$ cat config.mk
export PLATFORM = sky130hd
export DESIGN_NAME = cr_clint_mhart_regs
export DESIGN_NICKNAME = d
export VERILOG_FILES = /design/src/rtl/cr_clint_mhart_regs.sv
export SDC_FILE = /design/constraint.sdc
export NUM_CORES = 1
export LEC_CHECK = 0
export BUFFER_PORTS_ARGS = -buffer_cell sky130_fd_sc_hd__buf_2
export CAP_MARGIN = 20
export CELL_PAD_IN_SITES_DETAIL_PLACEMENT = 1
export CELL_PAD_IN_SITES_GLOBAL_PLACEMENT = 1
export CORE_UTILIZATION = 44
export DETAILED_ROUTE_END_ITERATION = 12
export PLACE_DENSITY = 0.85
export SLEW_MARGIN = 10
export SYNTH_ARGS = -nofsm -noshare
export SYNTH_HDL_FRONTEND = slang
export SYNTH_SLANG_ARGS = --single-unit
$ cat constraint.sdc
create_clock -name forever_cpuclk -period 3 [get_ports forever_cpuclk]
set_input_delay 0.15 -clock forever_cpuclk [delete_from_list [all_inputs] [get_ports forever_cpuclk]]
set_output_delay 0.15 -clock forever_cpuclk [all_outputs]
set_load 0.01 [all_outputs]
$ cat src/rtl/cr_clint_mhart_regs.sv
// CLINT register block for HART_NUM harts: bus decode, per-hart MSIP/MTIMECMP,
// a shared 64-bit MTIME counter and software/timer interrupt generation.
module cr_clint_mhart_regs #(
   parameter int          HART_NUM     = 1,
   parameter logic [63:0] MTIMECMP_RST = 64'hFFFF_FFFF_FFFF_FFFF
) (
   input  logic                forever_cpuclk,
   input  logic                cpurst_b,
   input  logic                tcipif_clint_sel,
   input  logic                tcipif_clint_write,
   input  logic [15:0]         tcipif_clint_addr,
   input  logic [31:0]         tcipif_clint_wdata,
   input  logic                sysio_clint_mtime_tick,
   output logic                clint_tcipif_cmplt,
   output logic [31:0]         clint_tcipif_rdata,
   output logic [HART_NUM-1:0] clint_core_ms_int,
   output logic [HART_NUM-1:0] clint_core_mt_int,
   output logic [63:0]         clint_mtime_value
);

   logic [HART_NUM-1:0] msip;
   logic [63:0]         mtimecmp [HART_NUM];
   logic [63:0]         mtime;

   logic                cmplt_p1;
   logic [31:0]         rdata_p1;
   logic [HART_NUM-1:0] mt_int_p1;

   logic                wr_en;
   logic [31:0]         rd_val;
   logic [HART_NUM-1:0] msip_we;
   logic [HART_NUM-1:0] cmp_lo_we;
   logic [HART_NUM-1:0] cmp_hi_we;
   logic                mtime_lo_we;
   logic                mtime_hi_we;

   assign wr_en = tcipif_clint_sel & tcipif_clint_write;

   // Address decode and read mux; unmatched offsets read 0 and drop writes.
   always_comb begin
      rd_val      = 32'h0;
      msip_we     = '0;
      cmp_lo_we   = '0;
      cmp_hi_we   = '0;
      mtime_lo_we = 1'b0;
      mtime_hi_we = 1'b0;
      for (int h = 0; h < HART_NUM; h++) begin
         if (tcipif_clint_addr == 16'(4 * h)) begin
            rd_val     = {31'h0, msip[h]};
            msip_we[h] = wr_en;
         end
         if (tcipif_clint_addr == 16'(32'h4000 + 8 * h)) begin
            rd_val       = mtimecmp[h][31:0];
            cmp_lo_we[h] = wr_en;
         end
         if (tcipif_clint_addr == 16'(32'h4004 + 8 * h)) begin
            rd_val       = mtimecmp[h][63:32];
            cmp_hi_we[h] = wr_en;
         end
      end
      if (tcipif_clint_addr == 16'hBFF8) begin
         rd_val      = mtime[31:0];
         mtime_lo_we = wr_en;
      end
      if (tcipif_clint_addr == 16'hBFFC) begin
         rd_val      = mtime[63:32];
         mtime_hi_we = wr_en;
      end
   end

   // Stage p1: bus completion and registered read data
   always_ff @(posedge forever_cpuclk or negedge cpurst_b) begin
      if (!cpurst_b) begin
         cmplt_p1 <= 1'b0;
         rdata_p1 <= 32'h0;
      end else begin
         cmplt_p1 <= tcipif_clint_sel;
         if (tcipif_clint_sel)
            rdata_p1 <= tcipif_clint_write ? 32'h0 : rd_val;
      end
   end

   always_ff @(posedge forever_cpuclk or negedge cpurst_b) begin
      if (!cpurst_b) begin
         msip <= '0;
         for (int h = 0; h < HART_NUM; h++)
            mtimecmp[h] <= MTIMECMP_RST;
      end else begin
         for (int h = 0; h < HART_NUM; h++) begin
            if (msip_we[h])
               msip[h] <= tcipif_clint_wdata[0];
            if (cmp_lo_we[h])
               mtimecmp[h][31:0] <= tcipif_clint_wdata;
            if (cmp_hi_we[h])
               mtimecmp[h][63:32] <= tcipif_clint_wdata;
         end
      end
   end

   // A software write to either half takes priority over the tick increment.
   always_ff @(posedge forever_cpuclk or negedge cpurst_b) begin
      if (!cpurst_b)
         mtime <= 64'h0;
      else if (mtime_lo_we)
         mtime[31:0] <= tcipif_clint_wdata;
      else if (mtime_hi_we)
         mtime[63:32] <= tcipif_clint_wdata;
      else if (sysio_clint_mtime_tick)
         mtime <= mtime + 64'h1;
   end

   // Stage p1: timer compare on current register values
   always_ff @(posedge forever_cpuclk or negedge cpurst_b) begin
      if (!cpurst_b)
         mt_int_p1 <= '0;
      else
         for (int h = 0; h < HART_NUM; h++)
            mt_int_p1[h] <= (mtime >= mtimecmp[h]);
   end

   assign clint_tcipif_cmplt = cmplt_p1;
   assign clint_tcipif_rdata = rdata_p1;
   assign clint_core_ms_int  = msip;
   assign clint_core_mt_int  = mt_int_p1;
   assign clint_mtime_value  = mtime;

endmodule

==> metrics.md <==
| Metric | Value |
|---|---|
| Synth unique cells | 63 |
| # IOs | 152 |
| Post-Place Worst Slack | 0.4269 ns |
| Post-Syn Area | 0.01018 mm2 |
| TritonCTS clock tree | done |
| Slew Limit Fails | 0 |
| Layout Nets | 1,446 |
| Ys flop type | dfrtp_1 |
| MaxCap Viol Count | 0 |
| Avg Synthesized Cell Area | 9.009 um2 |
| Reg clk slew, reported paths | 0.07 ns |
| Slowest CP cell | dfrtp_1 |
| Leakage | 5.773 nW |
| CTS Sinks | 163 |
| Internal power | 3.766 mW |
| Pwr dens | 424.6 mW/mm2 |
| Setup-failing EPs final | 0 |
| DRT iter0 DRCs | 772 |
| Max Clk Rate | 362.2 MHz |
| Sequence of cells on the critical path | ha_1, nand3_1, buf_4, nor4_1, buf_4, nor2b_1, a31oi_1, o21ai_0, o311ai_0 |
| Status | finished, final reports clean |
| Seq/Total Area, Yosys | 0.4086 |
| Pin count of the biggest net entering global routing | 66 |
| Final hold slack | 0.005762 ns |
| Synth top area cells | dfrtp_1 24%, dfstp_2 17%, ha_1 8.0% |
| Sequential Power Share | 0.455 |
| Row cnt | 55 |
| Origin of the critical flop-to-flop path | clint_mtime_value[1] |
| Final worst slack | 0.2394 ns |
| Post-route ant nets | 0 |
| Via count | 10,270 |
| Routability congestion estimate | 0.9262 |
| Setup TNS Final | 0 ns |
| Post-synth EDFFs | 0 |
| CP startpoint kind | flip-flop |
| Vias in the first global route | 10,920 |
| Clock buffer count from CTS | 17 |
| DR vias/cell | 6.317 |
| Clock skew | 0.007332 ns |
| Period utilization | 0.9202 |
| Wirelength, routed | 38.58 mm |
| Worst path arrival time | 3.03 ns |
| Initial core utilization | 0.4496 |
| Mux contribution to synthesized area | 0.07350 |
| Htree depth | 4 |
| Global-route wire length before repair | 61.22 mm |
| Top cell type's share of synthesized area | 0.2434 |
| Simple-Gate Fraction of Synth Area | 0.1838 |
| HPWL Detailed | 27.76 mm |
| RSZ-0062 raised after global routing | false |
| CP Class | flip-flop to flip-flop |
| Asr flop ratio synth | 1.000 |
| Port Buffers | 151 |
| DRC viols | 0 |
| WL/cell | 23.73 um |
| FF+latch count, synth | 163 |
| Crit end category | flip-flop |
| Area grow syn2layout | 21.95% |
| CTS root buffer | clkbuf_16 |
| Slowest Stage Delay on Critical Path | 0.55 ns |
| ANT cells | 0 |
| Synth area leader | dfrtp_1 |
| Critical Path Most Common Cell | buf_4 |
| Final Critical Period | 2.761 ns |
| Combinational Power Share | 0.119 |
| Hold Startpoint | tcipif_clint_wdata[6] |
| Worst-Skew Late Latency | 0.44 ns |
| Req. time, crit path | 3.27 ns |
| Worst slew margin | 0.4008 |
| Part of the power in the clock network | 0.426 |
| Xor and xnor area share after synthesis | 0.01635 |
| Syn nets | 1,248 |
| Initial antenna violation count | 1 |
| Synth warn | 0 |
| Largest family of logic cells by synthesized area | compound AO/OA/AOI/OAI gates |
| Adder-cell share of the synthesized area | 0.07989 |
| Actual transition at the worst max-transition pin | 0.8966 ns |
| Critical path's top delay family | simple AND/OR/NAND/NOR gates |
| Layout cell share with drive strength beyond 1 | 0.2878 |
| Post-Syn Instances | 1,130 |
| Die X | 154.1 um |
| Switching Power | 1.505 mW |
| CP Max Fanout | 7 |
| CP Launch Point | clint_mtime_value[1] |
| Buf/Inv on CP | 2 |
| Sw Share | 0.2855 |
| Die Height | 154.1 um |
| HP Class | primary input to flip-flop |
| Die area | 0.02375 mm2 |
| Post-CTS sizing | 0 |
| Post-CTS Setup Bufs | 0 |
| Grt ovf | 0 |
| Final hold vios | 0 |
| Peak supply drop | 0.3219 mV |
| GRT Overall Usage | 0.3362 |
| Fillers | 2,631 |
| Core footprint | 0.02264 mm2 |
| Pre-antenna DRT Iters | 6 |
| Synth Area in Compound Gates | 0.1863 |
| Clock Tree Buf Depth | 2 |
worst register-to-register path, stage by stage, from the launching register on:
cell and delay [ns]:
dfrtp_1 0.55, ha_1 0.27, nand3_1 0.14, buf_4 0.20
nor4_1 0.27, buf_4 0.18, nor2b_1 0.39, a31oi_1 0.17
o21ai_0 0.20, o311ai_0 0.21
cell usage after synthesis (all sizes together) (5+ instances only):
| cell | n |
|---|---|
| a2111oi | 6 |
| a211oi | 5 |
| a21oi | 38 |
| a22oi | 34 |
| a31oi | 39 |
| and2 | 12 |
| and3 | 20 |
| and4 | 10 |
| buf | 7 |
| clkbuf | 50 |
| dfrtp | 99 |
| dfstp | 64 |
| ha | 65 |
| inv | 81 |
| mux2 | 62 |
| mux2i | 5 |
| nand2 | 155 |
| nand3 | 32 |
| nand4 | 45 |
| nor2 | 46 |
| nor3 | 17 |
| nor4 | 18 |
| o211ai | 7 |
| o21a | 6 |
| o21ai | 120 |
| o221a | 6 |
| o311a | 5 |
| o311ai | 7 |
| o32ai | 5 |
| xor2 | 15 |
power by group through the flow:
stage | registers [mW] | clock network (mW) | logic, mW
2_1_floorplan | 2.43 | 0 | 0.251
3_3_place_gp | 2.42 | 0 | 0.572
3_5_place_dp | 2.43 | 0 | 0.589
4_1_cts | 2.39 | 2.27 | 0.629
5_1_grt | 2.40 | 2.35 | 0.682
6_report | 2.40 | 2.25 | 0.629
what timing repair did:
item	4_1_cts	5_1_grt
endpoints found under the hold margin	59	0
hold buffers	27	0
endpoints found under the setup margin	0	0
metrics by stage:
stage	instances	power [mW]	cell area [um2]	utilization
after floorplan	1130	2.683	10180	-
after global placement	1567	2.993	11560	0.5106
after detailed placement	1567	3.016	11560	0.5106
after CTS	1626	5.288	12410	0.5483
after global routing	1626	5.433	12410	0.5483
final	1626	5.271	12410	0.5483
flip-flops by register name (all words and copies together) (netlist names):
name                count
clint_core_ms_int       1
clint_core_mt_int       1
clint_mtime_value      64
clint_tcipif_cmplt      1
clint_tcipif_rdata     32
mtimecmp               64
final cells by class:
cell class | instances | area, um2 | share of cell area
sequential | 163 | 4159 | 0.3350
inverter | 81 | 304.0 | 0.02449
timing repair buffer | 236 | 1493 | 0.1202
tap | 285 | 356.6 | 0.02872
multi-input combinational | 829 | 5519 | 0.4446
clock buffer | 18 | 429.2 | 0.03457
clock inverter | 14 | 153.9 | 0.01240
cell usage in the layout, fill, tap and decap left out, types with 4 or more instances in the layout:
| cell | n |
|---|---|
| dfstp_2 | 64 |
| o311ai_0 | 7 |
| a211oi_1 | 5 |
| o21ai_0 | 118 |
| inv_1 | 81 |
| nand4_1 | 44 |
| a21oi_1 | 38 |
| ha_1 | 65 |
| nor4_1 | 16 |
| nand3_1 | 32 |
| nor2_2 | 4 |
| mux2i_1 | 5 |
| a22oi_1 | 34 |
| or3_1 | 4 |
| o32ai_1 | 5 |
| xnor2_1 | 4 |
| o211ai_1 | 7 |
| buf_2 | 150 |
| o21a_1 | 6 |
| dfrtp_1 | 99 |
| o311a_1 | 5 |
| and4_1 | 10 |
| dlygate4sd3_1 | 27 |
| nor2_1 | 42 |
| mux2_2 | 62 |
| clkbuf_16 | 17 |
| nor3_1 | 15 |
| a31oi_1 | 39 |
| buf_4 | 56 |
| a2111oi_0 | 6 |
| o221a_2 | 6 |
| nand2_1 | 155 |
| and3_1 | 20 |
| and2_1 | 12 |
| xor2_1 | 15 |
metal layers:
metal | vias to the layer above | wire [um] | GRT usage
met5 | - | 13 | 0
met4 | 2 | 1698 | 0.1762
met3 | 136 | 2515 | 0.06877
met2 | 441 | 18490 | 0.5539
met1 | 5152 | 15870 | 0.4161
li1 | 4541 | - | -
final timing paths:
kind | depth (start not counted) | endpoint | slack, ns
max reg2reg | 9 | clint_mtime_value[24] | 0.24
min in group asynchronous | 2 | clint_tcipif_cmplt | 0.23
min reg2reg | 2 | mtimecmp[42] | 0.51
max | 9 | clint_mtime_value[24] | 0.24
max in group asynchronous | 3 | mtimecmp[10] | 1.89
min | 3 | mtimecmp[6] | 0.006
cells by family (layout without fill, tap and decap cells):
kind of cell               after synthesis  count (layout)
and+or+nand+nor                        376             376
AOI/OAI and AO/OA                      302             302
DFF                                    163             163
buffers and inverters                  138             349
muxes                                   67              67
adders and majority gates               65              65
xor gates and xnor gates                19              19
No activity file was read; power rests on OpenSTA's default activity.
